`config.mk`:
```
export PLATFORM = sky130hd
export DESIGN_NAME = mem_uart_tx_flat
export DESIGN_NICKNAME = d
export VERILOG_FILES = /design/src/rtl/mem_uart_pkg.sv /design/src/rtl/mem_uart_tx_if.sv /design/src/rtl/sync_fifo.sv /design/src/rtl/mem_uart_tx.sv /design/src/flat_wrapper.sv
export SDC_FILE = /design/constraint.sdc
export NUM_CORES = 1
export LEC_CHECK = 0
export CAP_MARGIN = 20
export CELL_PAD_IN_SITES_DETAIL_PLACEMENT = 2
export CELL_PAD_IN_SITES_GLOBAL_PLACEMENT = 2
export CORE_MARGIN = 4
export CORE_UTILIZATION = 40
export DETAILED_ROUTE_END_ITERATION = 6
export PLACE_DENSITY = 0.88
export SYNTH_ARGS = -nofsm -noshare
export SYNTH_HDL_FRONTEND = slang
export SYNTH_HIERARCHICAL = 1
export SYNTH_SLANG_ARGS = --single-unit
```
`constraint.sdc`:
```
create_clock -name CLK -period 8.7 [get_ports CLK]
set_input_delay 1.305 -clock CLK [delete_from_list [all_inputs] [get_ports CLK]]
set_output_delay 1.305 -clock CLK [all_outputs]
set_load 0.02 [all_outputs]
```
`src/rtl/mem_uart_pkg.sv`:
```
// Shared definitions for the memory-mapped UART transmitter: register map,
// STATUS bit positions and transmit FSM encoding.
package mem_uart_pkg;

   localparam logic [1:0] OFF_TXDATA  = 2'd0;
   localparam logic [1:0] OFF_STATUS  = 2'd1;
   localparam logic [1:0] OFF_DIVISOR = 2'd2;
   localparam logic [1:0] OFF_RSVD    = 2'd3;

   localparam int ST_FULL     = 0;
   localparam int ST_EMPTY    = 1;
   localparam int ST_BUSY     = 2;
   localparam int ST_OVERFLOW = 3;

   typedef enum logic [1:0] {
      S_IDLE  = 2'd0,
      S_START = 2'd1,
      S_DATA  = 2'd2,
      S_STOP  = 2'd3
   } tx_state_e;

endpackage

```
`src/rtl/mem_uart_tx_if.sv`:
```
// Processor memory-bus signalling shared with the ROM/RAM block; the
// initiator drives address/data/strobes, the responder returns read data.
interface mem_uart_tx_if;
   logic [15:0] ADDR_IN;
   logic [7:0]  DATA_IN;
   logic        WE_bar;
   logic        OE_bar;
   logic [7:0]  DATA_OUT;
   logic        ASSERT_bar;

   modport master (output ADDR_IN, DATA_IN, WE_bar, OE_bar,
                   input  DATA_OUT, ASSERT_bar);
   modport slave  (input  ADDR_IN, DATA_IN, WE_bar, OE_bar,
                   output DATA_OUT, ASSERT_bar);
endinterface

```
`src/rtl/sync_fifo.sv`:
```
// Single-clock FIFO; a push while full is accepted when a pop frees the
// head slot on the same edge.
module sync_fifo #(
   parameter int WIDTH      = 8,
   parameter int DEPTH_LOG2 = 2
) (
   input  logic             clk,
   input  logic             rst,
   input  logic             push,
   input  logic             pop,
   input  logic [WIDTH-1:0] din,
   output logic [WIDTH-1:0] dout,
   output logic             full,
   output logic             empty
);
   localparam int                    DEPTH   = 2**DEPTH_LOG2;
   localparam logic [DEPTH_LOG2-1:0] PTR_ONE = 1;
   localparam logic [DEPTH_LOG2:0]   CNT_ONE = 1;
   localparam logic [DEPTH_LOG2:0]   CNT_MAX = DEPTH;

   logic [WIDTH-1:0]      mem_q [DEPTH];
   logic [DEPTH_LOG2-1:0] rd_ptr_q, rd_ptr_d, wr_ptr_q, wr_ptr_d;
   logic [DEPTH_LOG2:0]   count_q, count_d;
   logic                  do_push, do_pop;

   assign empty   = (count_q == '0);
   assign full    = (count_q == CNT_MAX);
   assign do_pop  = pop & ~empty;
   assign do_push = push & (~full | do_pop);
   assign dout    = mem_q[rd_ptr_q];

   always_comb begin
      rd_ptr_d = rd_ptr_q;
      wr_ptr_d = wr_ptr_q;
      count_d  = count_q;
      if (do_pop)  rd_ptr_d = rd_ptr_q + PTR_ONE;
      if (do_push) wr_ptr_d = wr_ptr_q + PTR_ONE;
      case ({do_push, do_pop})
         2'b10:   count_d = count_q + CNT_ONE;
         2'b01:   count_d = count_q - CNT_ONE;
         default: count_d = count_q;
      endcase
   end

   always_ff @(posedge clk) begin
      if (rst) begin
         rd_ptr_q <= '0;
         wr_ptr_q <= '0;
         count_q  <= '0;
      end else begin
         rd_ptr_q <= rd_ptr_d;
         wr_ptr_q <= wr_ptr_d;
         count_q  <= count_d;
      end
   end

   always_ff @(posedge clk) begin
      if (do_push) mem_q[wr_ptr_q] <= din;
   end

endmodule

```
`src/rtl/mem_uart_tx.sv`:
```
// Memory-mapped 8N1 transmitter: 4-byte register window on the processor bus,
// TX FIFO, and a bit-period down-counter driven serialiser.
//
//   state   | meaning
//   S_IDLE  | line high, waiting for a queued byte
//   S_START | start bit (low) for DIVISOR+1 clocks
//   S_DATA  | eight data bits, LSB first
//   S_STOP  | stop bit (high); chains straight into the next frame
module mem_uart_tx
   import mem_uart_pkg::*;
#(
   parameter logic [15:0] BASE_ADDR       = 16'hFF00,
   parameter int          FIFO_DEPTH_LOG2 = 2,
   parameter logic [7:0]  DIVISOR_RESET   = 8'd0,
   parameter int          DELAY_RISE      = 0,
   parameter int          DELAY_FALL      = 0
) (
   input  logic          CLK,
   input  logic          RST,
   mem_uart_tx_if.slave  bus,
   output logic          TXD,
   output logic          IRQ_bar
);
   // Delays only shape behavioural models of the read path; hardware is zero-delay.
   if (BASE_ADDR[1:0] != 2'b00) begin : g_bad_base
      $error("BASE_ADDR must be 4-byte aligned");
   end
   if ((DELAY_RISE < 0) || (DELAY_FALL < 0)) begin : g_bad_delay
      $error("DELAY_RISE/DELAY_FALL must be non-negative");
   end

   tx_state_e  state_q, state_d;
   logic [7:0] cnt_q, cnt_d, shift_q, shift_d, div_lat_q, div_lat_d;
   logic [7:0] div_q, div_d, status;
   logic [2:0] idx_q, idx_d;
   logic       ovf_q, ovf_d, wr_hold_q, wr_hold_d, txd_q, txd_d, irq_q, irq_d;
   logic       sel, wr_commit, fifo_push, fifo_pop, fifo_full, fifo_empty;
   logic [1:0] off;
   logic [7:0] fifo_dout;

   assign sel       = (bus.ADDR_IN[15:2] == BASE_ADDR[15:2]);
   assign off       = bus.ADDR_IN[1:0];
   assign wr_commit = sel & ~bus.WE_bar & ~wr_hold_q;
   assign bus.ASSERT_bar = ~(sel & ~bus.OE_bar);

   always_comb begin
      status              = '0;
      status[ST_FULL]     = fifo_full;
      status[ST_EMPTY]    = fifo_empty;
      status[ST_BUSY]     = (state_q != S_IDLE);
      status[ST_OVERFLOW] = ovf_q;
   end

   always_comb begin
      bus.DATA_OUT = 8'h00;
      if (!bus.ASSERT_bar) begin
         case (off)
            OFF_STATUS:  bus.DATA_OUT = status;
            OFF_DIVISOR: bus.DATA_OUT = div_q;
            OFF_RSVD:    bus.DATA_OUT = 8'h00;
            default:     bus.DATA_OUT = 8'h00;
         endcase
      end
   end

   // A held strobe writes once; re-arming needs WE_bar sampled high.
   always_comb begin
      wr_hold_d = wr_hold_q;
      div_d     = div_q;
      ovf_d     = ovf_q;
      fifo_push = 1'b0;
      if (bus.WE_bar)     wr_hold_d = 1'b0;
      else if (wr_commit) wr_hold_d = 1'b1;
      if (wr_commit) begin
         case (off)
            OFF_TXDATA: begin
               fifo_push = 1'b1;
               if (fifo_full && !fifo_pop) ovf_d = 1'b1;
            end
            OFF_STATUS:  ovf_d = 1'b0;
            OFF_DIVISOR: div_d = bus.DATA_IN;
            default:     ;
         endcase
      end
   end

   sync_fifo #(.WIDTH(8), .DEPTH_LOG2(FIFO_DEPTH_LOG2)) u_fifo (
      .clk   (CLK),
      .rst   (RST),
      .push  (fifo_push),
      .pop   (fifo_pop),
      .din   (bus.DATA_IN),
      .dout  (fifo_dout),
      .full  (fifo_full),
      .empty (fifo_empty)
   );

   always_comb begin
      state_d   = state_q;
      cnt_d     = cnt_q;
      idx_d     = idx_q;
      shift_d   = shift_q;
      div_lat_d = div_lat_q;
      fifo_pop  = 1'b0;
      txd_d     = 1'b1;
      case (state_q)
         S_IDLE: begin
            if (!fifo_empty) begin
               fifo_pop  = 1'b1;
               shift_d   = fifo_dout;
               cnt_d     = div_q;
               div_lat_d = div_q;
               idx_d     = '0;
               state_d   = S_START;
            end
         end
         S_START: begin
            if (cnt_q == '0) begin
               cnt_d   = div_lat_q;
               state_d = S_DATA;
            end else cnt_d = cnt_q - 8'd1;
         end
         S_DATA: begin
            if (cnt_q == '0) begin
               cnt_d = div_lat_q;
               if (idx_q == 3'd7) state_d = S_STOP;
               else begin
                  idx_d   = idx_q + 3'd1;
                  shift_d = shift_q >> 1;
               end
            end else cnt_d = cnt_q - 8'd1;
         end
         S_STOP: begin
            if (cnt_q == '0) begin
               if (!fifo_empty) begin
                  fifo_pop  = 1'b1;
                  shift_d   = fifo_dout;
                  cnt_d     = div_q;
                  div_lat_d = div_q;
                  idx_d     = '0;
                  state_d   = S_START;
               end else state_d = S_IDLE;
            end else cnt_d = cnt_q - 8'd1;
         end
         default: state_d = S_IDLE;
      endcase
      case (state_d)
         S_START: txd_d = 1'b0;
         S_DATA:  txd_d = shift_d[0];
         default: txd_d = 1'b1;
      endcase
      irq_d = ~(fifo_empty & (state_q == S_IDLE));
   end

   always_ff @(posedge CLK) begin
      if (RST) begin
         state_q   <= S_IDLE;
         cnt_q     <= '0;
         idx_q     <= '0;
         shift_q   <= '0;
         div_lat_q <= DIVISOR_RESET;
         div_q     <= DIVISOR_RESET;
         ovf_q     <= 1'b0;
         wr_hold_q <= 1'b0;
         txd_q     <= 1'b1;
         irq_q     <= 1'b0;
      end else begin
         state_q   <= state_d;
         cnt_q     <= cnt_d;
         idx_q     <= idx_d;
         shift_q   <= shift_d;
         div_lat_q <= div_lat_d;
         div_q     <= div_d;
         ovf_q     <= ovf_d;
         wr_hold_q <= wr_hold_d;
         txd_q     <= txd_d;
         irq_q     <= irq_d;
      end
   end

   assign TXD     = txd_q;
   assign IRQ_bar = irq_q;

endmodule

```
`src/flat_wrapper.sv`:
```
// flat-port wrapper written by rule: the top's interface ports become plain ports
module mem_uart_tx_flat import mem_uart_pkg::*;
#(
   parameter logic [15:0] BASE_ADDR       = 16'hFF00,
   parameter int          FIFO_DEPTH_LOG2 = 2,
   parameter logic [7:0]  DIVISOR_RESET   = 8'd0,
   parameter int          DELAY_RISE      = 0,
   parameter int          DELAY_FALL      = 0
)
  (CLK, RST, TXD, IRQ_bar, bus_ADDR_IN, bus_DATA_IN, bus_WE_bar, bus_OE_bar, bus_DATA_OUT, bus_ASSERT_bar);
  mem_uart_tx_if bus_i ();
  input  logic CLK;
  input  logic RST;
  output logic TXD;
  output logic IRQ_bar;
  input wire logic [$bits(bus_i.ADDR_IN)-1:0] bus_ADDR_IN;
  input wire logic [$bits(bus_i.DATA_IN)-1:0] bus_DATA_IN;
  input wire logic [$bits(bus_i.WE_bar)-1:0] bus_WE_bar;
  input wire logic [$bits(bus_i.OE_bar)-1:0] bus_OE_bar;
  output wire logic [$bits(bus_i.DATA_OUT)-1:0] bus_DATA_OUT;
  output wire logic [$bits(bus_i.ASSERT_bar)-1:0] bus_ASSERT_bar;
  assign bus_i.ADDR_IN = bus_ADDR_IN;
  assign bus_i.DATA_IN = bus_DATA_IN;
  assign bus_i.WE_bar = bus_WE_bar;
  assign bus_i.OE_bar = bus_OE_bar;
  assign bus_DATA_OUT = bus_i.DATA_OUT;
  assign bus_ASSERT_bar = bus_i.ASSERT_bar;
  mem_uart_tx #(.BASE_ADDR(BASE_ADDR), .FIFO_DEPTH_LOG2(FIFO_DEPTH_LOG2), .DIVISOR_RESET(DIVISOR_RESET), .DELAY_RISE(DELAY_RISE), .DELAY_FALL(DELAY_FALL)) u_core (.CLK(CLK), .RST(RST), .bus(bus_i), .TXD(TXD), .IRQ_bar(IRQ_bar));
endmodule
```
**Word-level counts from Yosys, hierarchy flattened**

Memories as Yosys holds them, arrays and structs flattened. A register that Yosys moved wholly into a read port is not among the register bits.
Cells that the tools add are included.

- Add/sub/neg operators: 6
- Equality and inequality tests: 16
- Multiplexer cells: 39
- Bitwise gates (word level): 14
- Reductions and logical operators: 17

Operators by type and width:

| cell | count |
|---|---|
| $mux W8 | 10 |
| $pmux W8 S3 | 2 |
| $pmux W8 S2 | 2 |
| $eq A14 B14 Y1 const B | 1 |
| $mux W2 | 7 |
| $mux W3 | 4 |
| $eq A2 B2 Y1 const B | 5 |
| $pmux W3 S3 | 1 |
| $eq A2 B1 Y1 const B | 4 |
| $logic_not A8 Y1 | 1 |
| $mux W1 | 8 |
| $pmux W2 S4 | 1 |
| $reduce_bool A2 Y1 | 4 |
| $sub A8 B1 Y8 const B | 1 |
| $not A1 Y1 | 7 |
| $add A3 B1 Y3 const B | 2 |
| $and A1 B1 Y1 | 6 |
| $eq A3 B3 Y1 const B | 2 |
| $ne A2 B1 Y1 const B | 3 |
| $pmux W1 S2 | 3 |
| $pmux W3 S2 | 1 |
| $add A2 B1 Y2 const B | 2 |
| $logic_not A2 Y1 | 2 |
| $reduce_and A2 Y1 | 2 |
| 10 further kinds | 11 |

- Register bits after elaboration: 48
- Memory bits (writable): 32
- Input bits: 28
- Output and inout bits: 11
- Logic and storage cells: 107
- Memories kept: 1

Memories:

| name | depth | width | rd ports | clocked after Yosys merged registers in | wr ports | RTL line | source |
|---|---|---|---|---|---|---|---|
| u_core.u_fifo.mem_q | 4 | 8 | 1 | 1 | 1 | sync_fifo.sv:21 | `logic [WIDTH-1:0] mem_q [DEPTH];` |

**Logic depth before layout (Yosys ltp)**

Gate-level depths: netlist of run 1.

- Depth after elaboration: 9
- Depth in mapped cells: 15
- Gate-level depth less buffers: 15

**Cells and area by module**

The synthesis of run 1 kept the hierarchy.

Modules (own cells, without submodules):

| module | instances | cells an instance | area each (um^2) | seq. area each (um^2) |
|---|---|---|---|---|
| mem_uart_tx | 1 | 281 | 2352.3 | 820.8 |
| sync_fifo | 1 | 96 | 1645.3 | 1141.1 |

**Worst setup path after synthesis of run 1**

No wires, ideal clock.

- Kind: input to output
- Start point: in bus_ADDR_IN[3]
- End point: out bus_DATA_OUT[0]
- Arrival: 3.010 ns
- Data required time: 7.395 ns
- Setup slack: 4.385 ns
- Cell stages on the path: 5
- Path buffers: 0
- Cells stage by stage: or4_1 > or4_4 > nor2_1 > nand2_1 > nor2_1

- Longest elaborated chain between the ends: 3

RTL lines:

| what | RTL line | source |
|---|---|---|
| start: declaration | flat_wrapper.sv:16 | `input wire logic [$bits(bus_i.ADDR_IN)-1:0] bus_ADDR_IN;` |
| $eq A14 B14 Y1 | mem_uart_tx.sv:41 | `assign sel = (bus.ADDR_IN[15:2] == BASE_ADDR[15:2]);` |
| $and A1 B1 Y1 | mem_uart_tx.sv:44 | `assign bus.ASSERT_bar = ~(sel & ~bus.OE_bar);` |
| $mux W8 | mem_uart_tx.sv:56 | `if (!bus.ASSERT_bar) begin` |
| end: declaration | flat_wrapper.sv:20 | `output wire logic [$bits(bus_i.DATA_OUT)-1:0] bus_DATA_OUT;` |

No other way between the ends.

**Worst setup path in the final report of run 1**

- Start point: in bus_ADDR_IN[3]
- End point: out bus_DATA_OUT[1]

The elaborated chain is that of the path after synthesis.

==> results.json, run 1 <==
{
  "status": "complete, no violations",
  "setup_ws_ns": 3.25,
  "rrSetupSlack_ns": 4.64,
  "postLayoutCellArea_mm2": 0.00469,
  "yosys-top-cells-area": "dfxtp_1 25%, edfxtp_1 24%, ha_1 5.3%",
  "cts_buffer_depth": 2,
  "first_global_vias": 3598,
  "grt_max_degree": 49,
  "cts-root-buf": "clkbuf_8",
  "final_antenna_net_count": 0,
  "setup_viol": 0,
  "synth.top_cell.area_share_pct": 25.0,
  "boundaryPins": 39,
  "total_power_uw": 712,
  "place.port_buffers": 38,
  "numClockSinks": 82,
  "post_cts_buffers": 0,
  "grt_first_pass_wirelength_um": 20100,
  "yosys.area.top_type": "dfxtp_1",
  "clock_latency_ns": 0.37,
  "yosysUniqueCellTypes": 58,
  "synth-edff-count": 32,
  "crit_chain": "clkdlybuf4s50_1 -> or4_1 -> or4_4 -> nor2_1 -> nand2_1 -> nor2_1 -> clkdlybuf4s50_1",
  "fp.dieW_um": 108,
  "max_cap_violations": 0,
  "cpPeakStageDelay_ns": 0.63,
  "reg2reg_depth": 15,
  "min_to": "u_core/ovf_q",
  "synth-async-reset-ratio_pct": 0,
  "vias_per_cell": 5.75,
  "tns_ns": 0,
  "start_util_pct": 40.9,
  "antenna_found_initial": 0,
  "worstPathRequired_ns": 7.39,
  "rsz0062_at_grt": "false",
  "top_layer": "met4",
  "cpMaxStageDelayCell": "clkdlybuf4s50_1",
  "route.met2.wl_um": 6510,
  "synthesis.nets": 423,
  "p_leak_nw": 1.70,
  "tightest_slew_ns": 0.821,
  "crit_buf_inv": 2,
  "drive_above_1_share_pct": 10.8,
  "drc": 0,
  "grt_overflow_total": 0,
  "slew_viol_final": 0,
  "ys_seq_area_share_pct": 49.1,
  "vias": 3158,
  "coreArea_mm2": 0.00977,
  "min_period_ns": 5.45,
  "crit_path_start_kind": "input port",
  "cts_tree": "built",
  "n_antenna_cell": 0,
  "cts_buffers": 9,
  "grt_use_total_pct": 23.2,
  "synth_flop_cell": "dfxtp_1",
  "syn_to_final_growth_pct": 17.3,
  "finClkSkew_ns": 0.0172,
  "cpLargestDelayFamily": "simple AND/OR/NAND/NOR gates",
  "ys_ff_latch": 82,
  "critPathKind": "input port to primary output",
  "hold_viol_final": 0,
  "min_path_type": "flop to flop",
  "post_drt_wl_per_cell_um": 23.1,
  "fmax_mhz": 184,
  "syn_area_mm2": 0.00400,
  "post-place-ws_ns": 3.25,
  "dr.pass1.iters": 4,
  "yosysMostFrequentCell": "dfxtp_1",
  "drt_iter0_markers": 189,
  "die_y_um": 108,
  "row_count": 36,
  "cts_resized": 0,
  "hold_path_depth": 2,
  "num-nets-final": 457,
  "power_density_mw_per_mm2": 152,
  "slew_headroom_pct": 45.2,
  "reg2reg_from": "u_core/cnt_q[0]",
  "syn_avg_cell_area_um2": 10.6,
  "yosys_warnings": 6,
  "die-area_mm2": 0.0117,
  "hold_buffers": 0,
  "clkTransAtPathRegs_ns": 0.08,
  "cp.arrival_ns": 4.14,
  "path_max_fanout": 6,
  "vdd_ir_drop_max_uv": 79.1,
  "critPathCaptureType": "primary output",
  "drt-met1-wl_um": 5130,
  "syn_inst": 377,
  "synth_common_cells": "50 x dfxtp_1, 40 x nor2_1, 32 x edfxtp_1",
  "htree_levels": 3,
  "timing.rr.end": "u_core/u_fifo/count_q[2]",
  "hp-start": "u_core/ovf_q",
  "fin_crit_sh_pct": 62.6,
  "dr_wl_met3_um": 459,
  "post-dp-hpwl_um": 8860,
  "gp_congestion": 0.784,
  "routed_wl_um": 12700,
  "dpl_cell_area_mm2": 0.00449
}
-- how the worst max path moves through the flow --
stage | depth (start not counted) | slack, ns | start | endpoint
6_report | 7 | 3.25 | bus_ADDR_IN[3] | bus_DATA_OUT[1]
5_1_grt | 7 | 3.06 | bus_ADDR_IN[3] | bus_DATA_OUT[1]
4_1_cts | 7 | 3.23 | bus_ADDR_IN[3] | bus_DATA_OUT[1]
3_5_place_dp | 7 | 3.25 | bus_ADDR_IN[3] | bus_DATA_OUT[1]
3_3_place_gp | 7 | 3.32 | bus_ADDR_IN[3] | bus_DATA_OUT[3]
2_1_floorplan | 5 | 4.38 | bus_ADDR_IN[3] | bus_DATA_OUT[0]
-- metal layers --
| layer | vias up | track usage (%) |
|---|---|---|
| met1 | 1584 | 26.7 |
| met4 | 0 | 12.9 |
| met3 | 39 | 3.94 |
| li1 | 1442 | - |
| met5 | - | 0 |
| met2 | 93 | 40.9 |
-- kinds of logic after synthesis --
| family | Yosys count | synth area share, % |
|---|---|---|
| AO/OA/AOI/OAI | 83 | 14.6 |
| XOR/XNOR | 6 | 1.31 |
| adder cells (fa/ha/maj) | 18 | 5.82 |
| buffers and inverters | 40 | 4.01 |
| flip-flops | 82 | 49.1 |
| multiplexers | 27 | 9.42 |
| AND/OR/NAND/NOR | 121 | 15.8 |
-- registers in the layout, indices dropped and copies added (netlist names), 2 cells and up, named ones only --
register                count
u_core/u_fifo/mem_q        32
u_core/idx_q                3
u_core/u_fifo/count_q       3
u_core/state_q              2
u_core/shift_q              8
u_core/div_lat_q            8
u_core/u_fifo/rd_ptr_q      2
u_core/cnt_q                8
u_core/u_fifo/wr_ptr_q      2
u_core/div_q                8
-- worst min-delay path: stages (launching register included) --
cell      delay, ns
dfxtp_1        0.32
inv_1          0.06
a221oi_2       0.06
-- report_power, final --
group	switching (mW)	internal (mW)	total [mW]
registers	0.00000138	0.398	0.398
clock network	0.154	0.136	0.290
logic	0.0121	0.0128	0.0249
-- layout make-up --
type | instances | area (µm²)
well taps | 133 | 166
flip-flops and latches | 82 | 1960
repair buffers | 40 | 395
clock buffers | 10 | 128
fillers | 1039 | 5080
multi-input cells | 255 | 1880
inverters | 23 | 86.3
clock inverters | 6 | 72.6
-- per-stage QoR --
| step | hold slack, ns | util [%] | cells |
|---|---|---|---|
| 3_5_place_dp | 0.468 | 45.9 | 533 |
| 4_1_cts | 0.490 | 48.0 | 549 |
| 5_1_grt | 0.507 | 48.0 | 549 |
| 6_report | 0.482 | 48.0 | 549 |
| 3_3_place_gp | 0.455 | 45.9 | 533 |
| 2_1_floorplan | 0.443 | - | 377 |
-- layout by cell type (no fill, tap or decap), drive strengths merged, types with 12 or more instances in the layout --
master	Yosys	final
dfxtp	50	50
nor2	40	40
clkdlybuf4s50	0	38
edfxtp	32	32
a21oi	28	28
inv	23	25
nand2	24	24
mux2i	17	17
ha	17	17
nand3	14	14
a22o	12	12
Power figures use the tool's default switching activity.
==> run 2, diff against run 1 <==
- CORE_UTILIZATION: 40 -> 37
- PLACE_DENSITY: 0.88 -> 0.83
- clock period: 8.7 -> 5.2 ns (I/O delays scaled with it)
==> run 2 against run 1 <==
Effect of this change: routed wire length fell by 9.3%; cell area grew 0.53%; combinational power grew 68%; sequential cell count stayed put; clock power rose by 76%; register-to-register slack lost 3.3 ns; critical path depth did not move; setup slack got worse by 2.4 ns; non-clock buffer count up 1; critical endpoint is now bus_DATA_OUT[2]; largest cell class unchanged.
==> results.json, run 2 (synthesis results as in run 1) <==
{
  "drc": 0,
  "seq_power_share_pct": 54.6,
  "grt_max_degree": 49,
  "p_int_uw": 925,
  "vias": 3079,
  "path_max_fanout": 6,
  "first_global_vias": 3436,
  "routed_wl_um": 11500,
  "slew_viol_final": 0,
  "cts_buffers": 9,
  "start_util_pct": 38.4,
  "min_period_ns": 4.38,
  "dr.pass1.iters": 4,
  "boundaryPins": 39,
  "setup_viol": 0,
  "p_sw_share_pct": 24.2,
  "pwr-share-comb_pct": 3.4,
  "finClkSkew_ns": 0.0158,
  "p_sw_uw": 294,
  "post_drt_wl_per_cell_um": 20.8,
  "num-nets-final": 458,
  "critPathKind": "input port to primary output",
  "grt_use_total_pct": 19.2,
  "coreArea_mm2": 0.0104,
  "cts_resized": 0,
  "vias_per_cell": 5.57,
  "cp.arrival_ns": 3.60,
  "final_cell_mix": "50 x dfxtp_1, 40 x nor2_1, 38 x clkdlybuf4s50_1",
  "clock_latency_ns": 0.37,
  "hold_viol_final": 0,
  "status": "complete, no violations",
  "p_leak_nw": 1.72,
  "drive_above_1_share_pct": 11.3,
  "cts_tree": "built",
  "reg2reg_depth": 15,
  "worstPathRequired_ns": 4.42,
  "drt_iter0_markers": 125,
  "clkTransAtPathRegs_ns": 0.10,
  "slew_headroom_pct": 44.7,
  "antenna_found_initial": 0,
  "tightest_slew_ns": 0.829,
  "hold_buffers": 0,
  "finalNonFillerCells": 553,
  "tns_ns": 0,
  "n_antenna_cell": 0,
  "fp.dieW_um": 112,
  "rsz0062_at_grt": "false",
  "fmax_mhz": 228,
  "top_register": "u_core/u_fifo/mem_q",
  "die-area_mm2": 0.0125,
  "largest_reg_flops": 32,
  "place.port_buffers": 38,
  "cts_buffer_depth": 2,
  "cts-root-buf": "clkbuf_8",
  "clkPwrFrac_pct": 42.0,
  "grt_overflow_total": 0,
  "critPathCaptureType": "primary output",
  "gp_congestion": 0.755,
  "max_cap_violations": 0,
  "min_path_type": "flop to flop",
  "final.fill_count": 1096,
  "dpl.cell_count": 537,
  "layout_commonest_cell": "dfxtp_1",
  "hold_path_depth": 2,
  "crit_path_start_kind": "input port",
  "die_y_um": 112,
  "syn_to_final_growth_pct": 18.0,
  "row_count": 37,
  "htree_levels": 3,
  "grt_first_pass_wirelength_um": 19000,
  "vdd_ir_drop_max_uv": 123,
  "fin_crit_sh_pct": 84.2,
  "power_density_mw_per_mm2": 258,
  "numClockSinks": 82,
  "post_cts_buffers": 0,
  "post-dp-hpwl_um": 8050,
  "final_antenna_net_count": 0
}
run 2: critical path, cell delays in order:
cell and delay [ns]:
clkdlybuf4s50_1 0.39, or4_1 0.51, or4_4 0.56, nor2_1 0.38
nand2_1 0.20, nor2_1 0.15, clkdlybuf4s50_1 0.62
run 2: path summary, 6_finish.rpt:
path / start / to / slack [ns]
max: bus_ADDR_IN[3] / bus_DATA_OUT[2] / 0.82
min: u_core/idx_q[2] / u_core/idx_q[2] / 0.48
max reg2reg: u_core/cnt_q[0] / u_core/u_fifo/count_q[2] / 1.29
min reg2reg: u_core/idx_q[2] / u_core/idx_q[2] / 0.48
run 2: through the flow:
stage               worst slack, ns  total power, mW  hold slack, ns  cell area (µm²)  utilization, %
finish                        0.823             1.22           0.483             4720            45.3
global route                  0.643             1.27           0.514             4720            45.3
CTS                           0.805             1.24           0.489             4720            45.3
detailed placement            0.822            0.723           0.467             4500            43.2
global placement              0.881            0.721           0.455             4500            43.2
floorplan                      1.49            0.693           0.443             4000               -
run 2: routing by layer:
| metal | wire length (µm) | part of all wire [%] | GRT usage (%) |
|---|---|---|---|
| met4 | 186 | 1.6 | 6.09 |
| met2 | 6090 | 53 | 35.3 |
| met1 | 4750 | 41 | 22.8 |
| met3 | 474 | 4.1 | 3.15 |
| met5 | 0 | 0 | 0 |
run 2: cell type report:
class	count	area (µm²)	share of cell area [%]
inverters	23	86.3	1.83
well taps	136	170	3.61
multi-input cells	255	1880	39.9
clock inverters	7	90.1	1.91
repair buffers	41	403	8.54
flip-flops and latches	82	1960	41.6
clock buffers	9	124	2.63
run 2: power groups by stage:
stage	combinational, mW	clock (mW)	sequential (mW)
4_1_cts	0.0423	0.532	0.666
2_1_floorplan	0.0119	0	0.681
6_report	0.0418	0.511	0.666
5_1_grt	0.0449	0.558	0.666
3_5_place_dp	0.0422	0	0.681
3_3_place_gp	0.0407	0	0.681
==> run 3, diff against run 2 <==
- clock period: 5.2 -> 4.3 ns (I/O delays scaled with it)
==> run 3 against run 2 <==
Effect of this change: power increased by 22%; combinational power up 28%; final cell count up 0.90%; setup slack worse by 0.53 ns; critical endpoint is now u_core/u_fifo/count_q[2].
==> results.json, run 3 (synthesis results as in run 1) <==
{
  "grt_overflow_total": 0,
  "finish.utilization_pct": 45.7,
  "clkTransAtPathRegs_ns": 0.09,
  "tns_ns": 0,
  "clkPwrFrac_pct": 42.5,
  "tightest_slew_ns": 0.904,
  "grt_max_degree": 21,
  "fp.dieW_um": 112,
  "antenna_found_initial": 0,
  "cpLargestDelayFamily": "simple AND/OR/NAND/NOR gates",
  "critPathCaptureType": "flop",
  "p_int_mw": 1.17,
  "cpMostUsedCell": "inv_1",
  "coreArea_mm2": 0.0104,
  "cts_tree": "built",
  "p_sw_uw": 320,
  "num-nets-final": 463,
  "vias": 3168,
  "final_antenna_net_count": 0,
  "boundaryPins": 39,
  "critPathKind": "flop to flop",
  "htree_levels": 3,
  "numClockSinks": 82,
  "status": "complete, no violations",
  "row_count": 37,
  "crit_path_start_kind": "flop",
  "post_cts_buffers": 0,
  "total_power_mw": 1.49,
  "grt_first_pass_wirelength_um": 20100,
  "cts_buffers": 9,
  "post-dp-hpwl_um": 8690,
  "slew_viol_final": 0,
  "p_leak_nw": 1.75,
  "cpMaxStageDelayCell": "nor3b_1",
  "grt_use_total_pct": 20.6,
  "n_antenna_cell": 0,
  "slew_headroom_pct": 39.7,
  "min_path_type": "flop to flop",
  "final_cell_mix": "50 x dfxtp_1, 40 x nor2_1, 38 x clkdlybuf4s50_1",
  "top_register": "u_core/u_fifo/mem_q",
  "rsz0062_at_grt": "false",
  "path_max_fanout": 5,
  "cp.arrival_ns": 4.28,
  "first_global_vias": 3585,
  "cts-root-buf": "clkbuf_8",
  "seq_power_share_pct": 53.9,
  "worstPathRequired_ns": 4.57,
  "finClkSkew_ns": 0.00893,
  "vdd_ir_drop_max_uv": 158,
  "fmax_mhz": 249,
  "hold_buffers": 0,
  "dr.pass1.iters": 4,
  "power_density_mw_per_mm2": 314,
  "hold_viol_final": 0,
  "drive_above_1_share_pct": 11.8,
  "routed_wl_um": 12500,
  "dpl_cell_area_mm2": 0.00454,
  "start_util_pct": 38.4,
  "crit_buf_inv": 3,
  "drc": 0,
  "drt_iter0_markers": 207,
  "cts_resized": 0,
  "vias_per_cell": 5.68,
  "die_y_um": 112,
  "pwr-share-comb_pct": 3.6,
  "cpPeakStageDelay_ns": 0.52,
  "postLayoutCellArea_mm2": 0.00476,
  "largest_reg_flops": 32,
  "syn_to_final_growth_pct": 19.0,
  "layout_commonest_cell": "dfxtp_1",
  "clock_latency_ns": 0.36,
  "crit_chain": "inv_1 -> ha_1 -> nor3b_1 -> a31oi_1 -> or2_2 -> nor2_1 -> o31ai_1 -> inv_1 -> ha_1 -> inv_1 -> fa_1 -> xor2_1 -> or3_2 -> a21oi_1",
  "cts_buffer_depth": 2,
  "post_drt_wl_per_cell_um": 22.4,
  "setup_viol": 0,
  "gp_congestion": 0.794,
  "p_sw_share_pct": 21.4,
  "max_cap_violations": 0,
  "die-area_mm2": 0.0125,
  "place.port_buffers": 38,
  "fin_crit_sh_pct": 93.3,
  "min_period_ns": 4.01
}
-- run 3: changes by cell type in the layout (fill, tap and decap cells not counted) --
cell	before	now
inv_6	3	0
inv_8	3	0
clkbuf_8	9	10
buf_4	3	8
clkinv_1	0	1
bufinv_16	1	2
clkbuf_1	0	1
clkinv_2	0	1
clkinv_4	0	1
-- run 3: path summary, 6_finish.rpt --
check / startpoint / to / slack (ns) / cells after the start
worst max register to register: u_core/cnt_q[1] / u_core/u_fifo/count_q[2] / 0.29 / 14
worst min register to register: u_core/idx_q[2] / u_core/idx_q[2] / 0.48 / 2
worst max-delay path: u_core/cnt_q[1] / u_core/u_fifo/count_q[2] / 0.29 / 14
worst min-delay path: u_core/idx_q[2] / u_core/idx_q[2] / 0.48 / 2
-- run 3: cell type report --
type                       count  area [µm²]
timing repair buffer          46         440
sequential                    82        1960
clock inverter                 5        77.6
fill                        1097        5660
inverter                      23        86.3
tap                          136         170
multi-input combinational    255        1880
clock buffer                  11         141
-- run 3: power groups by stage --
| stage | registers, mW | clock network (mW) | logic [mW] |
|---|---|---|---|
| global route | 0.805 | 0.689 | 0.0569 |
| detailed placement | 0.823 | 0 | 0.0536 |
| floorplan | 0.823 | 0 | 0.0143 |
| global placement | 0.823 | 0 | 0.0510 |
| finish | 0.805 | 0.635 | 0.0535 |
| CTS | 0.805 | 0.648 | 0.0539 |
-- run 3: through the flow --
step / hold WS (ns) / instances / setup WS [ns]
floorplan: 0.443 / 377 / 0.723
global placement: 0.454 / 542 / 0.482
detailed placement: 0.470 / 542 / 0.261
CTS: 0.482 / 558 / 0.317
global route: 0.517 / 558 / 0.00873
finish: 0.482 / 558 / 0.289
-- run 3: metal layers --
metal	track usage [%]	vias to the layer above	wire [µm]
li1	-	1453	-
met1	24.7	1607	5070
met2	36.8	84	6640
met3	4.08	24	488
met4	7.29	0	313
met5	0	-	0
-- run 3: worst register-to-register path, delay by kind of cell (launching register included) --
| family | cells | cell delay, ns |
|---|---|---|
| AOI/OAI and AO/OA | 3 | 0.67 |
| and+or+nand+nor | 4 | 1.59 |
| buffers and inverters | 3 | 0.29 |
| DFF | 1 | 0.38 |
| adders and majority gates | 3 | 0.81 |
| xor gates and xnor gates | 1 | 0.18 |
